File: src/rtl/dma_csr_regs.sv
// dma_csr_regs
//
// AXI4-Lite control/status register file for the DMA engine.
//
// Each register is RW, RO (loaded from the hardware side) or W1C
// (set from the hardware side, cleared by writing 1 from the bus).
// Byte strobes apply to RW and W1C registers. Out-of-range or misaligned
// accesses answer SLVERR and leave the register file untouched.
//
// Ports:
//   clk, rst_n            clock, synchronous active-low reset
//   axil_aw* / axil_w*    write address / write data channels
//   axil_b*               write response channel
//   axil_ar* / axil_r*    read address / read data channels
//   hw_wr, hw_wdata       hardware-side load (RO) / set (W1C), one slice per register
//   reg_q                 current register contents, one slice per register
//   reg_wr_pulse          one-cycle pulse when a bus write commits to a register
//   irq                   registered level interrupt, |(status & enable)
//   dbg_w_state           write FSM state
//   dbg_r_state           read FSM state
//
// Handshake rule for every channel: a transfer happens on the rising edge
// where both valid and ready are high; a source holds valid and its payload
// stable until that edge, and ready never depends combinationally on valid.
module dma_csr_regs #(
  parameter int                  ADDR_W       = 8,
  parameter int                  DATA_W       = 32,
  parameter int                  NUM_REGS     = 8,
  parameter logic [NUM_REGS-1:0] RO_MASK      = 8'h10,
  parameter logic [NUM_REGS-1:0] W1C_MASK     = 8'h20,
  parameter int                  IRQ_STAT_IDX = 5,
  parameter int                  IRQ_EN_IDX   = 6
) (
  input  logic                         clk,
  input  logic                         rst_n,
  input  logic                         axil_awvalid,
  output logic                         axil_awready,
  input  logic [ADDR_W-1:0]            axil_awaddr,
  input  logic                         axil_wvalid,
  output logic                         axil_wready,
  input  logic [DATA_W-1:0]            axil_wdata,
  input  logic [DATA_W/8-1:0]          axil_wstrb,
  output logic                         axil_bvalid,
  input  logic                         axil_bready,
  output logic [1:0]                   axil_bresp,
  input  logic                         axil_arvalid,
  output logic                         axil_arready,
  input  logic [ADDR_W-1:0]            axil_araddr,
  output logic                         axil_rvalid,
  input  logic                         axil_rready,
  output logic [DATA_W-1:0]            axil_rdata,
  output logic [1:0]                   axil_rresp,
  input  logic [NUM_REGS-1:0]          hw_wr,
  input  logic [NUM_REGS*DATA_W-1:0]   hw_wdata,
  output logic [NUM_REGS*DATA_W-1:0]   reg_q,
  output logic [NUM_REGS-1:0]          reg_wr_pulse,
  output logic                         irq,
  output logic [1:0]                   dbg_w_state,
  output logic [1:0]                   dbg_r_state
);

  localparam int STRB_W = DATA_W / 8;
  localparam int IDX_W  = ADDR_W - 2;
  localparam logic [IDX_W:0] NUM_REGS_W = (IDX_W + 1)'(NUM_REGS);
  localparam logic [1:0] RESP_OKAY   = 2'b00;
  localparam logic [1:0] RESP_SLVERR = 2'b10;

  typedef enum logic [1:0] {W_IDLE, W_WAIT, W_RESP} w_state_t;
  typedef enum logic       {R_IDLE, R_DATA}         r_state_t;

  w_state_t w_state, w_state_nxt;
  r_state_t r_state, r_state_nxt;

  // Low while in reset and for the first cycle after it, so that all
  // readies rise on the first edge that samples rst_n high.
  logic live_q;

  logic [DATA_W-1:0] regs [NUM_REGS];

  // ---------------------------------------------------------------------
  // Write channel
  // ---------------------------------------------------------------------
  logic              aw_done, w_done;
  logic [ADDR_W-1:0] aw_addr_q;
  logic [DATA_W-1:0] wdata_q;
  logic [STRB_W-1:0] wstrb_q;
  logic              aw_hs, w_hs, commit;
  logic [ADDR_W-1:0] wr_addr;
  logic [DATA_W-1:0] wr_data;
  logic [STRB_W-1:0] wr_strb;
  logic [DATA_W-1:0] byte_mask;
  logic [IDX_W-1:0]  wr_idx;
  logic              wr_err, bus_wr_en;

  assign axil_awready = live_q & ~aw_done & (w_state != W_RESP);
  assign axil_wready  = live_q & ~w_done  & (w_state != W_RESP);
  assign axil_bvalid  = (w_state == W_RESP);
  assign aw_hs        = axil_awvalid & axil_awready;
  assign w_hs         = axil_wvalid  & axil_wready;

  // The half captured earlier comes from its holding register, the half
  // arriving this cycle straight from the bus, so the write lands on the
  // same edge as the later handshake.
  assign wr_addr = aw_done ? aw_addr_q : axil_awaddr;
  assign wr_data = w_done  ? wdata_q   : axil_wdata;
  assign wr_strb = w_done  ? wstrb_q   : axil_wstrb;
  assign wr_idx  = wr_addr[ADDR_W-1:2];
  assign wr_err  = ({1'b0, wr_idx} >= NUM_REGS_W) || (wr_addr[1:0] != 2'b00);
  assign bus_wr_en = commit & ~wr_err;

  always_comb begin
    byte_mask = '0;
    for (int b = 0; b < STRB_W; b++) begin
      byte_mask[b*8 +: 8] = {8{wr_strb[b]}};
    end
  end

  always_comb begin
    w_state_nxt = w_state;
    commit      = 1'b0;
    case (w_state)
      W_IDLE, W_WAIT: begin
        if ((aw_done | aw_hs) & (w_done | w_hs)) begin
          commit      = 1'b1;
          w_state_nxt = W_RESP;
        end else if (aw_hs | w_hs) begin
          w_state_nxt = W_WAIT;
        end
      end
      W_RESP: begin
        if (axil_bready) w_state_nxt = W_IDLE;
      end
      default: w_state_nxt = W_IDLE;
    endcase
  end

  always_ff @(posedge clk) begin
    if (!rst_n) begin
      w_state    <= W_IDLE;
      live_q     <= 1'b0;
      aw_done    <= 1'b0;
      w_done     <= 1'b0;
      aw_addr_q  <= '0;
      wdata_q    <= '0;
      wstrb_q    <= '0;
      axil_bresp <= RESP_OKAY;
    end else begin
      w_state <= w_state_nxt;
      live_q  <= 1'b1;
      if (commit) begin
        aw_done    <= 1'b0;
        w_done     <= 1'b0;
        axil_bresp <= wr_err ? RESP_SLVERR : RESP_OKAY;
      end else begin
        if (aw_hs) begin
          aw_done   <= 1'b1;
          aw_addr_q <= axil_awaddr;
        end
        if (w_hs) begin
          w_done  <= 1'b1;
          wdata_q <= axil_wdata;
          wstrb_q <= axil_wstrb;
        end
      end
    end
  end

  // ---------------------------------------------------------------------
  // Register file
  // ---------------------------------------------------------------------
  for (genvar gi = 0; gi < NUM_REGS; gi++) begin : g_reg
    logic [DATA_W-1:0] q, nxt;
    logic              sel, pulse_q;
    logic [DATA_W-1:0] hw_val;

    assign sel    = bus_wr_en && (wr_idx == IDX_W'(gi));
    assign hw_val = hw_wdata[gi*DATA_W +: DATA_W];

    always_comb begin
      nxt = q;
      if (RO_MASK[gi]) begin
        if (hw_wr[gi]) nxt = hw_val;
      end else if (W1C_MASK[gi]) begin
        // Clear first, then set: a same-cycle hardware set wins.
        if (sel)       nxt = nxt & ~(wr_data & byte_mask);
        if (hw_wr[gi]) nxt = nxt | hw_val;
      end else begin
        if (sel) nxt = (q & ~byte_mask) | (wr_data & byte_mask);
      end
    end

    always_ff @(posedge clk) begin
      if (!rst_n) begin
        q       <= '0;
        pulse_q <= 1'b0;
      end else begin
        q       <= nxt;
        pulse_q <= sel;
      end
    end

    assign regs[gi]                      = q;
    assign reg_q[gi*DATA_W +: DATA_W]    = q;
    assign reg_wr_pulse[gi]              = pulse_q;
  end

  // ---------------------------------------------------------------------
  // Read channel
  // ---------------------------------------------------------------------
  logic              ar_hs;
  logic [IDX_W-1:0]  rd_idx;
  logic              rd_err;
  logic [DATA_W-1:0] rd_val;

  assign axil_arready = live_q & (r_state == R_IDLE);
  assign axil_rvalid  = (r_state == R_DATA);
  assign ar_hs        = axil_arvalid & axil_arready;
  assign rd_idx       = axil_araddr[ADDR_W-1:2];
  assign rd_err       = ({1'b0, rd_idx} >= NUM_REGS_W) || (axil_araddr[1:0] != 2'b00);

  always_comb begin
    rd_val = '0;
    for (int i = 0; i < NUM_REGS; i++) begin
      if (rd_idx == IDX_W'(i)) rd_val = regs[i];
    end
  end

  always_comb begin
    r_state_nxt = r_state;
    case (r_state)
      R_IDLE:  if (ar_hs)       r_state_nxt = R_DATA;
      R_DATA:  if (axil_rready) r_state_nxt = R_IDLE;
      default: r_state_nxt = R_IDLE;
    endcase
  end

  always_ff @(posedge clk) begin
    if (!rst_n) begin
      r_state    <= R_IDLE;
      axil_rdata <= '0;
      axil_rresp <= RESP_OKAY;
    end else begin
      r_state <= r_state_nxt;
      if (ar_hs) begin
        axil_rdata <= rd_err ? '0 : rd_val;
        axil_rresp <= rd_err ? RESP_SLVERR : RESP_OKAY;
      end
    end
  end

  // ---------------------------------------------------------------------
  // Interrupt
  // ---------------------------------------------------------------------
  always_ff @(posedge clk) begin
    if (!rst_n) irq <= 1'b0;
    else        irq <= |(regs[IRQ_STAT_IDX] & regs[IRQ_EN_IDX]);
  end

  assign dbg_w_state = w_state;
  assign dbg_r_state = {1'b0, r_state};

  // Hardware inputs of RW registers have no effect by design.
  logic unused_hw;
  assign unused_hw = ^{hw_wr, hw_wdata};

endmodule

File: config.mk
export PLATFORM = sky130hd
export DESIGN_NAME = dma_csr_regs
export DESIGN_NICKNAME = d
export VERILOG_FILES = /design/src/rtl/dma_csr_regs.sv
export SDC_FILE = /design/constraint.sdc
export NUM_CORES = 1
export LEC_CHECK = 0
export ABC_AREA = 1
export CORE_AREA = 3 3 246 248
export DETAILED_ROUTE_END_ITERATION = 10
export DIE_AREA = 0 0 249 251
export PLACE_DENSITY = 0.61
export RECOVER_POWER = 100
export SETUP_SLACK_MARGIN = 0.2
export SYNTH_ARGS = -nofsm -noshare
export SYNTH_HDL_FRONTEND = slang
export SYNTH_SLANG_ARGS = --single-unit
File: constraint.sdc
create_clock -name clk -period 1.9 [get_ports clk]
set_input_delay 0.19 -clock clk [delete_from_list [all_inputs] [get_ports clk]]
set_output_delay 0.19 -clock clk [all_outputs]
set_load 0.01 [all_outputs]
Word level (Yosys, flattened, before mapping)
Index checks and enable logic that the tools add are counted.

Bits of input ports: 323. Register bits: 351. Output and inout port bits: 310.

Mux-type cells: 26. Eq/ne operators: 19. Reductions and logical operators: 21. Magnitude comparators: 2. Bitwise gates (word level): 37.

Operator list (number): $mux W32 (12); $and A32 B32 Y32 (9); $or A32 B32 Y32 (7); $not A32 Y32 (2); $eq A6 B3 Y1 const B (8); $reduce_or A32 Y1 (1); $eq A6 B2 Y1 const B (4); $eq A6 B1 Y1 const B (2); $ge A6 B4 Y1 const B (2); $logic_not A6 Y1 (2); $and A1 B1 Y1 (10); $mux W2 (5); $logic_and A1 B1 Y1 (8); $mux W8 (1); $not A1 Y1 (6); $reduce_and A2 Y1 (3); $mux W1 (5); $mux W4 (1); $pmux W2 S2 (1); $reduce_bool A2 Y1 (2); $reduce_or A2 Y1 (2); $ne A3 B3 Y1 const B (1); $or A1 B1 Y1 (3); $eq A2 B1 Y1 const B (1); 6 further kinds (7).

Longest topological paths before layout
Gate-level depths: netlist (run 1).

Depth after elaboration: 13. Depth in mapped cells: 12.

Worst setup path before layout (run 1)
OpenSTA, ideal clock, no wires.

Kind: register to register. From: register aw_done. To: register g_reg[5].q[23]. Buffers on the path: 2. Library setup time: 0.110 ns. Arrival time: 1.768 ns. Required time: 1.790 ns. Path slack: 0.022 ns. Stages on the path, launching flop included: 12. Clock period less this slack: 1.878 ns. Cell sequence: dfxtp_1 -> buf_4 -> nor2_1 -> a21oi_1 -> nand3_1 -> nor3_2 -> nand2_1 -> clkbuf_1 -> nand2_1 -> nand3_1 -> nand2_1 -> inv_1.

Cells in the longest elaborated chain, start to end: 13.

RTL lines: start: declaration (line 83) `logic aw_done, w_done;`; start signal: assignment (line 141) `aw_done <= 1'b0;`; start signal: assignment (line 151) `aw_done <= 1'b0;`; start signal: assignment (line 156) `aw_done <= 1'b1;`; $not A1 Y1 (line 95) `assign axil_awready = live_q & ~aw_done & (w_state != W_RESP);`; $and A1 B1 Y1 (2 in a row) (line 95); $and A1 B1 Y1 (line 98) `assign aw_hs = axil_awvalid & axil_awready;`; $or A1 B1 Y1 (line 123) `if ((aw_done | aw_hs) & (w_done | w_hs)) begin`; $and A1 B1 Y1 (line 123); $mux W1 (line 123); $mux W1 (line 121) `case (w_state)`; $and A1 B1 Y1 (line 109) `assign bus_wr_en = commit & ~wr_err;`; $logic_and A1 B1 Y1 (*) (line 176) `assign sel = bus_wr_en && (wr_idx == IDX_W'(gi));`; $mux W32 (*) (line 185) `if (sel) nxt = nxt & ~(wr_data & byte_mask);`; $or A32 B32 Y32 (line 186) `if (hw_wr[gi]) nxt = nxt | hw_val;`; $mux W32 (*) (line 186); end signal: assignment (line 197) `q <= nxt;`; end: declaration (line 172) `logic [DATA_W-1:0] q, nxt;`.

Mark *: on every way between the ends. The rest lies on a longest branch, timed or not. A chain may end at the register's enable or synchronous reset.

==> results.toml, run 1 <==
[run_status]
outcome = "complete, but fails checks"
violated_checks = "setup timing"

[finish]
area_of_the_multi_input_gates_um2 = 8939
fin_nets = 3273
nFillCells = 5877
synthToLayoutAreaGrowth_pct = 61.02
drive_gt1_frac = 0.1701
seqCellArea_um2 = 7004
stdcell_count = 3757

[setup_path]
cp_slowest_cell = "dfxtp_4"
worstSetupEndpointType = "register"
worst-r2r-cell-count = 12
reg2reg_setup_slack_ns = -0.13
cp.buffers_inverters = 6
timing.critical_path.fanout_max = 8
critPathLaunchType = "register"
timing.setup.critical_path_class = "reg -> reg"
path_common_cell = "buf_6"
cp_slowest_stage_delay_ns = 0.36
timing.critical_path.arrival_ns = 2.46
worstReg2RegStart = "aw_done"
crit_family = "buffers and inverters"
cp_cell_sequence = "buf_12, buf_6, a21oi_4, nand3_4, buf_6, buf_4, nor2_4, buf_6, clkbuf_16, nand3_4, nand2_2, a21oi_2"
cp_data_required_time_ns = 2.33

[drt]
via_count = 20052
top_signal_layer_used = "met4"
dr.first_iter.drc_count = 1784
met1_wire_length_um = 35130
drt-pass1-iter-count = 7
ant_nets = 0
route.met3.wl_um = 8056
viasPerCell = 5.337
drc = 0
dr_wl_met2_um = 40030
wirelength_um = 86980
wire_per_inst_um = 23.15

[clocking]
cell_at_the_root_of_the_clock_tree = "clkbuf_16"
cts.clk_slew.worst_paths_ns = 0.06
cts-hold-fix-buffers = 0
clock_tree_from_tritoncts = "done"
ctsLongestPathBuffers = 3
ctsHtreeMaxLevel = 2
num_cts_buffers = 43
cts_num_sinks = 349
clk_latency_ns = 0.58

[sta]
clock-skew-final_ns = 0.01724
slew-limit-headroom = 0.3866
rsz0062_at_grt = "yes"
min_period_ns = 2.033
setup_viol = 197
post-route-period-util = 1.070
timing_hold_violations_final = 0
final_max_slew_viol_count = 0
achievable-frequency_mhz = 491.8
setup_ws_ns = -0.1333
timing_worst_slew_pin_value_ns = 0.9202

[floorplan]
design.die.area_um2 = 62500
pin_count = 633
fp.dieW_um = 249
fp.dieH_um = 251
num_rows = 89
initial_utilization = 0.2788
core_region_area_um2 = 58690

[grt]
grt_pass1_wl_um = 122700
grt_start_max_net_pins = 114
antenna_found_initial = 3
grt_overflow_total = 0
grt_usage = 0.2573
grt_pass1_vias = 18795

[synth]
yosysWarningCount = 0
synth_cell_type_count = 27
most_used_standard_cells_in_the_synthesized_netlist = "nand2_1 (590), dfxtp_1 (349), nand4_1 (295), nor2_1 (283), a21oi_1 (269)"
synth.top_cells.by_area = "dfxtp_1 (43%), nand2_1 (14%), nand4_1 (11%)"
synth_top_area_share = 0.4270
synth_async_sr_flop_share = 0
gate_count_post_synth = 2394
netlist_area_um2 = 16360
seq_area_frac_synth = 0.4270
synth_top_flop_cell = "dfxtp_1"
synth-edff-count = 0
ys_seq_elements = 349
syn_avg_cell_area_um2 = 6.835
post-synth-top-count-cell = "nand2_1"
yosys.area.top_type = "dfxtp_1"

[place]
gp_routability_congestion = 0.9807
io_buffers = 431
post-dp-hpwl_um = 61460
numPlacedInstances = 3610

[power_and_ir_drop]
irDropWorstVdd_uv = 509.9
p_per_area_nw_per_um2 = 726.4
finalPower_mw = 19.14
cellLeakagePower_nw = 9.902

[worst_hold_path]
holdCritPathClass = "in -> reg"
hold_path.startpoint = "rst_n"
instance_count_along_the_most_critical_hold_path = 3

[job]
max_cap_violations = 0
==> worst max path at each step <==
| stage | slack [ns] | cells past startpoint | end | from |
|---|---|---|---|---|
| detailed placement | -0.31 | 12 | axil_rdata[14] | axil_araddr[7] |
| floorplan | 0.15 | 10 | register | aw_done |
| finish | -0.13 | 12 | register | aw_done |
| global route | -0.20 | 11 | register | aw_done |
| CTS | -0.03 | 10 | register | aw_done |
| global placement | -0.29 | 12 | axil_rdata[14] | axil_araddr[7] |
==> logic make-up after synthesis <==
group           after synthesis  share of synthesized area
compound gates              386                     0.1235
buf+inv                     304                    0.07624
flops                       349                     0.4270
other cells                   1                  0.0002292
simple gates               1354                     0.3730
==> stage by stage <==
stage | setup TNS, ns | setup slack (ns) | cell area (um^2) | hold slack (ns) | utilization
after floorplan | 0 | 0.1467 | 16640 | 0.2177 | -
after global placement | -42.54 | -0.2912 | 23120 | 0.4424 | 0.3939
after detailed placement | -44.06 | -0.3082 | 23120 | 0.4499 | 0.3939
after CTS | -0.6659 | -0.03324 | 25160 | 0.08443 | 0.4288
after global routing | -31.01 | -0.2021 | 26350 | 0.1122 | 0.4489
final | -10.51 | -0.1333 | 26350 | 0.08777 | 0.4489
==> area by class of cell <==
type	instances	share of cell area
repair buffers	706	0.2875
diodes	3	0.0002850
multi-input cells	1744	0.3393
inverters	106	0.01596
clock buffers	62	0.04858
well taps	773	0.03671
clock inverters	14	0.005842
flip-flops and latches	349	0.2659
==> where the power goes <==
| group | internal, mW | total, mW | switching, mW |
|---|---|---|---|
| sequential | 7.51 | 7.72 | 0.204 |
| combinational | 1.22 | 2.88 | 1.66 |
| clock | 5.07 | 8.54 | 3.47 |
| total | 13.8 | 19.1 | 5.33 |
==> cell usage in the layout, fill, tap and decap left out, types with 3 or more instances in the layout <==
| master | count |
|---|---|
| nand2_1 | 536 |
| clkdlybuf4s50_1 | 412 |
| dfxtp_1 | 339 |
| nand4_1 | 295 |
| nor2_1 | 267 |
| a21oi_1 | 255 |
| buf_4 | 155 |
| nand3_1 | 129 |
| inv_1 | 94 |
| o21ai_0 | 71 |
| clkbuf_16 | 57 |
| buf_12 | 52 |
| nand2_2 | 44 |
| buf_6 | 35 |
| a21boi_0 | 31 |
| nand3_4 | 23 |
| a21oi_2 | 13 |
| dlygate4sd2_1 | 13 |
| nand3_2 | 12 |
| buf_8 | 12 |
| nor2_2 | 9 |
| nor2_4 | 9 |
| clkbuf_1 | 9 |
| clkbuf_8 | 9 |
| inv_2 | 8 |
| nand2_4 | 8 |
| dfxtp_2 | 8 |
| clkinv_2 | 8 |
| o21ai_2 | 7 |
| nor3_1 | 6 |
| nor3_4 | 6 |
| buf_16 | 6 |
| diode_2 | 3 |
| o21ai_4 | 3 |
| nor3_2 | 3 |
| conb_1 | 3 |
| bufinv_16 | 3 |
| clkdlybuf4s15_1 | 3 |
==> worst min-delay path, stage by stage <==
cell and delay [ns]:
buf_4 0.13, inv_6 0.14, a21oi_1 0.15
==> timing repair <==
item                       CTS  global route
gates cloned                 6            13
setup endpoints to repair  557           563
buffers inserted            22            27
pin swaps                   26            79
resized for setup           97           175
==> metal layers <==
layer	track usage	vias up
li1	-	9291
met1	0.3254	9592
met2	0.4223	999
met3	0.06466	170
met4	0.1001	0
met5	0	-
(Power assumes the default switching activity.)
==> run 2: changes to the inputs <==
--- a/config.mk
+++ b/config.mk
@@ -6,10 +6,11 @@
 export NUM_CORES = 1
 export LEC_CHECK = 0
 export ABC_AREA = 1
-export CORE_AREA = 3 3 246 248
+export CORE_AREA = 2 2 248 250
+export CTS_CLUSTER_DIAMETER = 100
 export DETAILED_ROUTE_END_ITERATION = 10
-export DIE_AREA = 0 0 249 251
-export PLACE_DENSITY = 0.61
+export DIE_AREA = 0 0 250 252
+export PLACE_DENSITY = 0.58
 export RECOVER_POWER = 100
 export SETUP_SLACK_MARGIN = 0.2
 export SYNTH_ARGS = -nofsm -noshare
==> constraint.sdc (replaced) <==
create_clock -name clk -period 2.1 [get_ports clk]
set_input_delay 0.21 -clock clk [delete_from_list [all_inputs] [get_ports clk]]
set_output_delay 0.21 -clock clk [all_outputs]
set_load 0.01 [all_outputs]
==> results.toml, run 2 (synthesis results as in run 1) <==
[worst_hold_path]
hold_path.startpoint = "rst_n"
whs_endpoint = "live_q"
instance_count_along_the_most_critical_hold_path = 2
holdCritPathClass = "in -> reg"

[setup_path]
reg2reg_setup_slack_ns = 0.05
timing.critical_path.arrival_ns = 2.50
worstSetupEndpointType = "register"
critPathLaunchType = "register"
worst-r2r-cell-count = 13
timing.setup.critical_path_class = "reg -> reg"
worstReg2RegStart = "aw_done"
timing.critical_path.fanout_max = 8
cp_data_required_time_ns = 2.55

[sta]
timing_worst_slew_pin_value_ns = 0.9907
clock-skew-final_ns = 0.02051
achievable-frequency_mhz = 488.4
slew-limit-headroom = 0.3395
tns_ns = 0
rsz0062_at_grt = "yes"
hold_slack_ns = 0.1674
final_max_slew_viol_count = 0
setup_viol = 0
min_period_ns = 2.047
timing_hold_violations_final = 0
post-route-period-util = 0.9750

[place]
dpl_cell_area_um2 = 22800
gp_routability_congestion = 0.9103
io_buffers = 431
numPlacedInstances = 3600
post-dp-hpwl_um = 61170

[clocking]
clk_latency_ns = 0.58
ctsHtreeMaxLevel = 2
cts-hold-fix-buffers = 0
cell_at_the_root_of_the_clock_tree = "clkbuf_16"
ctsLongestPathBuffers = 3
cts.clk_slew.worst_paths_ns = 0.06
clock_tree_from_tritoncts = "done"
cts_num_sinks = 349
num_cts_buffers = 42

[finish]
utilization = 0.4418
layout.cells.most_common = "nand2_1"
fin_nets = 3245
drive_gt1_frac = 0.2000
nFillCells = 6050
stdcell_count = 3733
synthToLayoutAreaGrowth_pct = 62.36
post-route-cell-area_um2 = 26570
most-common-layout-cells = "nand2_1 (481), dfxtp_1 (346), dlygate4sd3_1 (301), nand4_1 (295), nor2_1 (277)"

[drt]
dr.first_iter.drc_count = 1533
wire_per_inst_um = 22.73
drc = 0
drt-pass1-iter-count = 6
wirelength_um = 84830
via_count = 19691
viasPerCell = 5.275
ant_nets = 0

[power_and_ir_drop]
irDropWorstVdd_uv = 523.6
cellLeakagePower_nw = 10.76
p_per_area_nw_per_um2 = 642.4

[floorplan]
fp.dieH_um = 252
pin_count = 633
num_rows = 90
core_region_area_um2 = 60130
initial_utilization = 0.2721
design.die.area_um2 = 63000
fp.dieW_um = 250

[grt]
grt_start_max_net_pins = 114
antenna_found_initial = 1
grt_overflow_total = 0
grt_pass1_vias = 19046
grt_pass1_wl_um = 123000
grt_usage = 0.2588

[run_status]
outcome = "complete, no violations"

[job]
max_cap_violations = 0
-- run 2: cell count changes in the layout (fill, tap and decap cells not counted), sizes merged, moves of 2 or more --
cell / change
dlygate4sd3: +300
bufbuf: +2
diode: -2
clkdlybuf4s15: -3
buf: -28
clkdlybuf4s50: -287
clkbuf: -4
clkinvlp: -2
dlygate4sd2: -10
-- run 2: cell type report --
cell class | instances | area (um^2) | area share
Multi-Input combinational cell | 1743 | 9459 | 0.3561
Timing Repair Buffer | 680 | 7305 | 0.2750
Sequential cell | 349 | 6993 | 0.2632
Clock buffer | 58 | 1255 | 0.04724
Tap cell | 782 | 978.4 | 0.03683
Inverter | 106 | 402.9 | 0.01517
Clock inverter | 14 | 170.2 | 0.006405
Antenna cell | 1 | 2.502 | 0.00009420
-- run 2: critical path, stage by stage (launching register included) --
cell and delay [ns]:
dfxtp_4 0.36, buf_4 0.15, buf_4 0.14, nand2_2 0.08, o21ai_4 0.08, inv_2 0.12, nand2_4 0.08, nor3_4 0.25
buf_12 0.19, buf_6 0.12, nand3_4 0.06, buf_8 0.17, nand2_2 0.06, a21oi_1 0.06
-- run 2: how the worst max path moves through the flow --
stage,slack [ns],depth (start not counted),endpoint,startpoint
6_report,0.05,13,register,aw_done
2_1_floorplan,0.22,11,g_reg[5].q[23],aw_done
3_3_place_gp,-0.25,8,register,axil_awaddr[2]
5_1_grt,-0.05,10,g_reg[5].q[4],w_done
3_5_place_dp,-0.24,8,register,axil_awaddr[2]
4_1_cts,0.05,14,g_reg[5].q[1],aw_done
-- run 2: stage by stage --
step                setup WS (ns)  total power, mW
floorplan                  0.2218            7.998
global placement          -0.2457            9.240
detailed placement        -0.2393            9.266
CTS                       0.05211            17.16
global route             -0.05382            17.61
finish                    0.05252            17.07
-- run 2: report_power, final --
part	internal [mW]	leakage, nW	switching [mW]
Combinational	0.978	7.21	1.45
Sequential	6.80	2.84	0.165
Clock	4.64	0.714	3.03
Total	12.4	10.8	4.65
-- run 2: repair_timing --
action / 4_1_cts / 5_1_grt
setup buffers: 36 / 7
setup endpoints to repair: 257 / 247
pin swaps: 107 / 60
gates cloned: 16 / 1
resized for setup: 311 / 163
-- run 2: per-layer routing --
layer / vias to the layer above / routed length, um / global-route usage
met5: - / 13 / 0
met2: 884 / 39830 / 0.4294
met4: 2 / 2474 / 0.08948
met1: 9475 / 35560 / 0.3320
li1: 9218 / - / -
met3: 112 / 6960 / 0.05643
==> run 3: changes to the inputs <==
--- a/config.mk
+++ b/config.mk
@@ -6,11 +6,11 @@
 export NUM_CORES = 1
 export LEC_CHECK = 0
 export ABC_AREA = 1
-export CORE_AREA = 2 2 248 250
+export CORE_AREA = 2 2 245 247
 export CTS_CLUSTER_DIAMETER = 100
 export DETAILED_ROUTE_END_ITERATION = 10
-export DIE_AREA = 0 0 250 252
-export PLACE_DENSITY = 0.58
+export DIE_AREA = 0 0 247 249
+export PLACE_DENSITY = 0.61
 export RECOVER_POWER = 100
 export SETUP_SLACK_MARGIN = 0.2
 export SYNTH_ARGS = -nofsm -noshare
==> constraint.sdc (replaced) <==
create_clock -name clk -period 1.8 [get_ports clk]
set_input_delay 0.18 -clock clk [delete_from_list [all_inputs] [get_ports clk]]
set_output_delay 0.18 -clock clk [all_outputs]
set_load 0.02 [all_outputs]
==> results.toml, run 3 (synthesis results as in run 1) <==
[place]
post-dp-hpwl_um = 60610
io_buffers = 431
gp_routability_congestion = 0.9235
numPlacedInstances = 3625

[grt]
grt_pass1_wl_um = 119400
grt_start_max_net_pins = 60
busiest_layer = "met2"
globalRouteMet3Util = 0.05688
antenna_found_initial = 2
grt_overflow_total = 0
met1_use_gr = 0.3311
grt_usage = 0.2590
grt_pass1_vias = 18153
use_met2 = 0.4264

[clocking]
num_cts_buffers = 42
cts.clk_slew.worst_paths_ns = 0.06
ctsHtreeMaxLevel = 2
clk_latency_ns = 0.58
ctsLongestPathBuffers = 3
cell_at_the_root_of_the_clock_tree = "clkbuf_16"
cts-hold-fix-buffers = 0
clock_tree_from_tritoncts = "done"
cts_num_sinks = 349

[worst_hold_path]
whs_endpoint = "wdata_q[7]"
instance_count_along_the_most_critical_hold_path = 4
holdCritPathClass = "in -> reg"
hold_path.startpoint = "rst_n"

[drt]
drt-pass1-iter-count = 7
wire_per_inst_um = 22.24
drc = 0
ant_nets = 0
viasPerCell = 5.220
via_count = 19576
dr.first_iter.drc_count = 1868
wirelength_um = 83400

[floorplan]
fp.dieH_um = 249
pin_count = 633
num_rows = 89
fp.dieW_um = 247
core_region_area_um2 = 58690
initial_utilization = 0.2788
design.die.area_um2 = 61500

[power_and_ir_drop]
irDropWorstVdd_uv = 597.0
p_per_area_nw_per_um2 = 759.8
cellLeakagePower_nw = 9.933

[sta]
post-route-period-util = 1.072
min_period_ns = 1.929
slew-limit-headroom = 0.5285
timing_worst_slew_pin_value_ns = 0.7072
clock-skew-final_ns = 0.02272
rsz0062_at_grt = "yes"
final_max_slew_viol_count = 0
setup_viol = 293
achievable-frequency_mhz = 518.5
timing_hold_violations_final = 0
setup_ws_ns = -0.1288

[setup_path]
cp_cell_sequence = "buf_6, nand2_1, o21ai_4, nand3_2, nor2_4, buf_6, buf_6, buf_16, buf_8, nand4_1, a21oi_1"
cp_data_required_time_ns = 2.29
critPathLaunchType = "register"
reg2reg_setup_slack_ns = -0.13
timing.critical_path.fanout_max = 7
cp_slowest_cell = "dfxtp_4"
cp_slowest_stage_delay_ns = 0.39
path_common_cell = "buf_6"
timing.critical_path.arrival_ns = 2.42
worstReg2RegStart = "aw_done"
worstSetupEndpointType = "register"
worst-r2r-cell-count = 11
timing.setup.critical_path_class = "reg -> reg"

[job]
max_cap_violations = 0

[run_status]
violated_checks = "setup timing"
outcome = "complete, but fails checks"

[finish]
drive_gt1_frac = 0.1555
stdcell_count = 3750
utilization = 0.4437
diodes = 0
layout.cells.most_common = "nand2_1"
most-common-layout-cells = "nand2_1 (576), clkdlybuf4s50_1 (374), dfxtp_1 (327), nand4_1 (295), nor2_1 (277)"
synthToLayoutAreaGrowth_pct = 59.13
fin_nets = 3269
==> run 3: per-stage QoR <==
stage          power (mW)  worst slack, ns  setup TNS (ns)  hold WS, ns  cell area (um^2)
3_5_place_dp        11.10          -0.3295          -63.95       0.4436             23290
4_1_cts             19.84          -0.1108          -17.86      0.08651             25500
2_1_floorplan       9.476          0.05016               0       0.2077             16590
5_1_grt             20.42          -0.2256          -42.10       0.1256             26040
6_report            19.78          -0.1288          -17.04       0.1231             26040
3_3_place_gp        11.08          -0.3335          -60.94       0.4401             23290
==> run 3: how the worst max path moves through the flow <==
stage / from / endpoint / cells past startpoint
2_1_floorplan: aw_done / register / 10
3_3_place_gp: axil_awaddr[5] / register / 8
3_5_place_dp: axil_araddr[3] / axil_rdata[15] / 11
4_1_cts: aw_done / register / 10
5_1_grt: aw_done / register / 12
6_report: aw_done / register / 11
==> run 3: area by class of cell <==
cell class | instances | area, um^2
Sequential cell | 349 | 7017
Tap cell | 773 | 967.2
Fill cell | 5893 | 32650
Clock buffer | 65 | 1291
Clock inverter | 10 | 83.83
Inverter | 106 | 407.9
Timing Repair Buffer | 704 | 7655
Multi-Input combinational cell | 1743 | 8615
==> run 3: metal layers <==
layer	wire length (um)	vias to the layer above
met2	39400	881
met5	10	-
met3	7142	145
li1	-	9303
met1	33950	9245
met4	2895	2
==> run 3: timing repair <==
| action | CTS | global route |
|---|---|---|
| setup buffers | 20 | 11 |
| setup endpoints to repair | 612 | 581 |
| gates cloned | 10 | 9 |
| resized for setup | 221 | 49 |
| pin swaps | 31 | 53 |
==> run 3: power by group <==
| part | internal [mW] | switching [mW] |
|---|---|---|
| logic | 1.25 | 1.75 |
| registers | 7.94 | 0.218 |
| clock network | 5.07 | 3.55 |
==> run 3: critical path, delay by kind of cell, from the launching register on <==
family	cells	cell delay, ns
simple gates	4	0.43
buf+inv	5	0.74
compound gates	2	0.28
flops	1	0.39
